**src/rtl/multadd_seq_ctrl_pkg.sv**
```systemverilog
// Shared constants for the sequential multiply-add controller: default width
// and the 2-bit FSM state encodings.
package multadd_seq_ctrl_pkg;

  localparam int MULTADD_WIDTH_DEF = 10;

  localparam logic [1:0] ST_IDLE = 2'd0;
  localparam logic [1:0] ST_MUL  = 2'd1;
  localparam logic [1:0] ST_ADD  = 2'd2;
  localparam logic [1:0] ST_DONE = 2'd3;

endpackage

```
**src/rtl/multadd_shift_mul.sv**
```systemverilog
// Shift-add multiplier: latches x1/x2 on start, then adds one shifted partial
// product per step, LSB first. done flags the final iteration.
module multadd_shift_mul
  import multadd_seq_ctrl_pkg::*;
#(
  parameter int WIDTH = MULTADD_WIDTH_DEF,
  parameter int CNT_W = 4
) (
  input  logic               clk,
  input  logic               reset,
  input  logic               start,
  input  logic               step,
  input  logic [WIDTH-1:0]   x1,
  input  logic [WIDTH-1:0]   x2,
  output logic               done,
  output logic [2*WIDTH-1:0] product
);

  logic [WIDTH-1:0]   x1_q;
  logic [WIDTH-1:0]   x2_q;
  logic [2*WIDTH-1:0] acc;
  logic [CNT_W-1:0]   cnt;

  // NOTE: every flop here is a plain register, so all of them get an async
  // clear; there is no memory array that would need to skip reset.
  // NOTE: sequential state uses <= so all registers update from pre-edge values.
  always_ff @(posedge clk or posedge reset) begin
    if (reset) begin
      x1_q <= '0;
      x2_q <= '0;
      acc  <= '0;
      cnt  <= '0;
    end else if (start) begin
      x1_q <= x1;
      x2_q <= x2;
      acc  <= '0;
      cnt  <= '0;
    end else if (step) begin
      if (x2_q[cnt])
        acc <= acc + ({{WIDTH{1'b0}}, x1_q} << cnt);
      cnt <= cnt + CNT_W'(1);
    end
  end

  assign done    = step && (cnt == CNT_W'(WIDTH - 1));
  assign product = acc;

endmodule

```
**src/rtl/multadd_seq_ctrl.sv**
```systemverilog
// Sequential y = x1*x2 + x3 controller with valid/ready on both sides.
// Define MULTADD_SATURATE_EN to clamp y to all-ones whenever ovf is set.
module multadd_seq_ctrl
  import multadd_seq_ctrl_pkg::*;
#(
  parameter int WIDTH = MULTADD_WIDTH_DEF,
  parameter int CNT_W = 4
) (
  input  logic             clk,
  input  logic             reset,
  input  logic             in_valid,
  output logic             in_ready,
  input  logic [WIDTH-1:0] x1,
  input  logic [WIDTH-1:0] x2,
  input  logic [WIDTH-1:0] x3,
  output logic             out_valid,
  input  logic             out_ready,
  output logic [WIDTH-1:0] y,
  output logic             ovf,
  output logic             busy
);

  logic [1:0]         state;
  logic [1:0]         state_next;
  logic [WIDTH-1:0]   x3_q;
  logic               accept;
  logic               mul_done;
  logic [2*WIDTH-1:0] product;
  logic [2*WIDTH:0]   sum;
  logic               ovf_next;
  logic [WIDTH-1:0]   y_next;

  assign accept = (state == ST_IDLE) && in_valid;

  multadd_shift_mul #(
    .WIDTH (WIDTH),
    .CNT_W (CNT_W)
  ) u_mul (
    .clk     (clk),
    .reset   (reset),
    .start   (accept),
    .step    (state == ST_MUL),
    .x1      (x1),
    .x2      (x2),
    .done    (mul_done),
    .product (product)
  );

  // One extra bit keeps the carry out of the full 2*WIDTH product + addend.
  assign sum      = {1'b0, product} + {{(WIDTH + 1){1'b0}}, x3_q};
  assign ovf_next = |sum[2*WIDTH:WIDTH];

`ifdef MULTADD_SATURATE_EN
  assign y_next = ovf_next ? {WIDTH{1'b1}} : sum[WIDTH-1:0];
`else
  assign y_next = sum[WIDTH-1:0];
`endif

  // NOTE: state_next gets a default before the case so no path leaves it
  // unassigned, which would otherwise infer a latch.
  always_comb begin
    state_next = state;
    case (state)
      ST_IDLE: if (in_valid)  state_next = ST_MUL;
      ST_MUL:  if (mul_done)  state_next = ST_ADD;
      ST_ADD:                 state_next = ST_DONE;
      ST_DONE: if (out_ready) state_next = ST_IDLE;
      default:                state_next = ST_IDLE;
    endcase
  end

  always_ff @(posedge clk or posedge reset) begin
    if (reset) begin
      state <= ST_IDLE;
      x3_q  <= '0;
      y     <= '0;
      ovf   <= 1'b0;
    end else begin
      state <= state_next;
      if (accept)
        x3_q <= x3;
      if (state == ST_ADD) begin
        y   <= y_next;
        ovf <= ovf_next;
      end
    end
  end

  assign in_ready  = (state == ST_IDLE);
  assign out_valid = (state == ST_DONE);
  assign busy      = (state != ST_IDLE);

endmodule

```
**config.mk**
```make
export PLATFORM = sky130hd
export DESIGN_NAME = multadd_seq_ctrl
export DESIGN_NICKNAME = d
export VERILOG_FILES = /design/src/rtl/multadd_seq_ctrl_pkg.sv /design/src/rtl/multadd_shift_mul.sv /design/src/rtl/multadd_seq_ctrl.sv
export SDC_FILE = /design/constraint.sdc
export NUM_CORES = 1
export LEC_CHECK = 0
export CORE_MARGIN = 4
export CORE_UTILIZATION = 50
export CTS_CLUSTER_SIZE = 28
export DETAILED_ROUTE_END_ITERATION = 7
export HOLD_SLACK_MARGIN = 0.06
export PLACE_DENSITY = 0.73
export SYNTH_ARGS = -nofsm -noshare
export SYNTH_HDL_FRONTEND = slang
export SYNTH_SLANG_ARGS = --single-unit
```
**constraint.sdc**
```tcl
create_clock -name clk -period 3.96 [get_ports clk]
set_input_delay 0.792 -clock clk [delete_from_list [all_inputs] [get_ports clk]]
set_output_delay 0.792 -clock clk [all_outputs]
set_load 0.01 [all_outputs]
```
==> results.ini <==
[outcome]
run_status=finished clean

[die]
fp.dieW_um=106
initial_core_util_pct=51.5
rows=35
dieHeight_um=106
core_um2=9280
dieArea_um2=11200
pin_count=48

[layout]
nFillCells=836
num_antenna_cells=0
regArea_um2=1680
syn_to_final_growth_pct=16.5
multiInputGateArea_um2=2950
drive_gt1_share_pct=9.14
fin_cells=731
fin_nets=668

[routing]
viasPerCell=5.63
post-route-drc-count=0
avgRoutedWirePerCell_um=15.5
firstDrtPassIters=5
drt_wl_total_mm=11.3
vias=4117
ant_nets=0
first_iter_violations=209

[pwr]
switching_share_pct=45.0
p_leak_nw=2.59
p_seq_share_pct=27.5
ir_drop_mv=0.620
comb_power_share_pct=59.9
clkPwrFrac_pct=12.6
switching_power_mw=2.02
finalPower_mw=4.50
p_per_area_nw_per_um2=808
power.internal_mw=2.47

[yosys]
synth_common_cells=nand2_1 (128), dfrtp_1 (67), nor2_1 (41)
synth_top_area_share_pct=35.1
yosys.area.top_type=dfrtp_1
async_flop_share_pct=100
synth_seq_area_share_pct=35.1
synth_cell_types=59
synth_top_flop_cell=dfrtp_1
synth_seq_cells=67
synth_nets=626
ys_top_cells_by_area=dfrtp_1 (35%), nand2_1 (10%), ha_1 (9.2%), mux2i_1 (4.0%), mux2_2 (3.3%)
synth.cell_area_um2=4780
synth_edf_count=0
synth_cells=555
yosysWarningCount=0
synth_most_common_cell=nand2_1
syn_area_per_cell_um2=8.61

[clock_tree]
clk_latency_ns=0.36
path_clk_slew_ns=0.08
cts_sinks=67
post_cts_buffers=0
cts_tree=done
cts_root_buf=clkbuf_8
htree_levels=3
cts_buffers=9
cts_buffer_depth=2

[global_route]
grt_max_degree=53
antenna_found_initial=0
grt_pass1_wl_mm=19.0
grt_overflow=0
grt_usage_pct=21.0
grt_pass1_vias=4012

[critical_path]
criticalPathCategory=register to register
worstPathRequired_ns=4.16
end_kind=register
crit_fanout=16
cp.arrival_ns=3.85
critPathLaunchType=register

[timing]
hold_viol=0
fin_crit_ns=3.65
rsz0062_at_grt=no
fin_crit_sh_pct=92.2
finalSetupTns_ns=0
slew_headroom_pct=16.7
worst_hold_slack_ns=0.482
finalMaxSlewViolations=0
clock_skew_ns=0.0128
fmax_mhz=274
finalSetupViolCount=0
worst_pin_slew_ns=1.25

[placement]
port_buffers=47
hpwl_mm=8.29
place_congestion=0.884
dpl.cell_count=715

[job]
maxCapViolations=0

[min_path]
hold_class=register to register

## sequential cells by signal, indices dropped and copies added, names as in the netlist
register and count:
u_mul.product 20, u_mul.x1_q 10, u_mul.x2_q 10, x3_q 10, y 10, u_mul.cnt 4, state 2, ovf 1
## power groups by stage
stage	combinational, mW	sequential, mW	clock (mW)
floorplan	2.02	1.19	0
global placement	2.58	1.23	0
detailed placement	2.66	1.25	0
CTS	2.68	1.24	0.579
global route	2.99	1.29	0.609
finish	2.69	1.24	0.566
## timing repair
action,in CTS,in global routing
hold buffers,0,0
resized for setup,0,2
endpoints found under the setup margin,0,2
## stage by stage
step	util [%]	area [um2]	setup WS, ns
after floorplan	-	4780	0.458
after global placement	57.8	5370	0.336
after detailed placement	57.8	5370	0.300
after CTS	59.8	5550	0.277
after global routing	59.9	5560	0.0559
final	59.9	5560	0.307
## worst max-delay path, stage by stage, from the launching register on
cell and delay (ns):
dfrtp_1 0.43, buf_4 0.28, mux4_2 0.36, nand2_1 0.08, o21ai_0 0.12, mux2_2 0.31
ha_1 0.37, a21o_1 0.21, a211oi_1 0.30, a21oi_1 0.17, o31ai_2 0.38, a2bb2oi_1 0.28
xor2_1 0.17, nor2_1 0.05
## cell usage in the layout, fill, tap and decap left out, drive strengths merged, types with 3 or more instances in the layout
master         synthesis  final
o21bai                 3      3
o21ai                 32     32
clkinv                 1      5
xor2                   7      7
o31ai                  3      3
clkdlybuf4s50          0     47
mux4                   3      3
nand4                  3      3
dfrtp                 67     67
mux2                  14     14
nor2b                  7      7
nor2                  41     41
or3                    6      6
a21o                   7      7
and4                   4      4
nor3                  11     11
nand2                128    128
inv                   16     16
a21oi                 30     30
mux2i                 19     19
o22ai                  5      5
ha                    35     35
clkbuf                11     11
a211oi                 9      9
a31oi                  7      7
and3                   6      6
xnor2                 18     18
and2                   8      8
buf                   12      7
nand3                 12     12
## kinds of logic (layout without fill, tap and decap cells)
logic type / count (synthesis) / after routing / share of synthesized area (%)
mux: 36 / 36 / 8.70
simple gates: 235 / 235 / 21.9
fa+ha+maj: 37 / 37 / 10.0
flops: 67 / 67 / 35.1
compound gates: 115 / 115 / 16.4
xor+xnor: 25 / 25 / 4.58
buf+inv: 40 / 87 / 3.30
## final cells by class
| cell class | instances | area share, % |
|---|---|---|
| timing repair buffer | 54 | 9.40 |
| sequential | 67 | 30.1 |
| multi-input combinational | 448 | 53.1 |
| clock inverter | 5 | 0.967 |
| clock buffer | 11 | 2.36 |
| inverter | 17 | 1.15 |
| tap | 129 | 2.90 |
## path summary, 6_finish.rpt
path | end | slack (ns) | cells after the start | start
worst max-delay path | u_mul.product[19] | 0.31 | 13 | u_mul.cnt[1]
worst min-delay path | u_mul.x2_q[2] | 0.48 | 2 | u_mul.x2_q[2]
worst max register to register | u_mul.product[19] | 0.31 | 13 | u_mul.cnt[1]
worst min register to register | u_mul.x2_q[2] | 0.48 | 2 | u_mul.x2_q[2]
max in group asynchronous | u_mul.x2_q[1] | 2.22 | 3 | reset
min in group asynchronous | y[1] | 0.77 | 2 | reset
## layer usage
| metal | routed length (um) | GRT usage (%) |
|---|---|---|
| met4 | 284 | 7.59 |
| met5 | 0 | 0 |
| met3 | 429 | 4.47 |
| met1 | 5280 | 27.1 |
| met2 | 5300 | 34.7 |
Note: power is estimated with default switching activity, not from simulation.
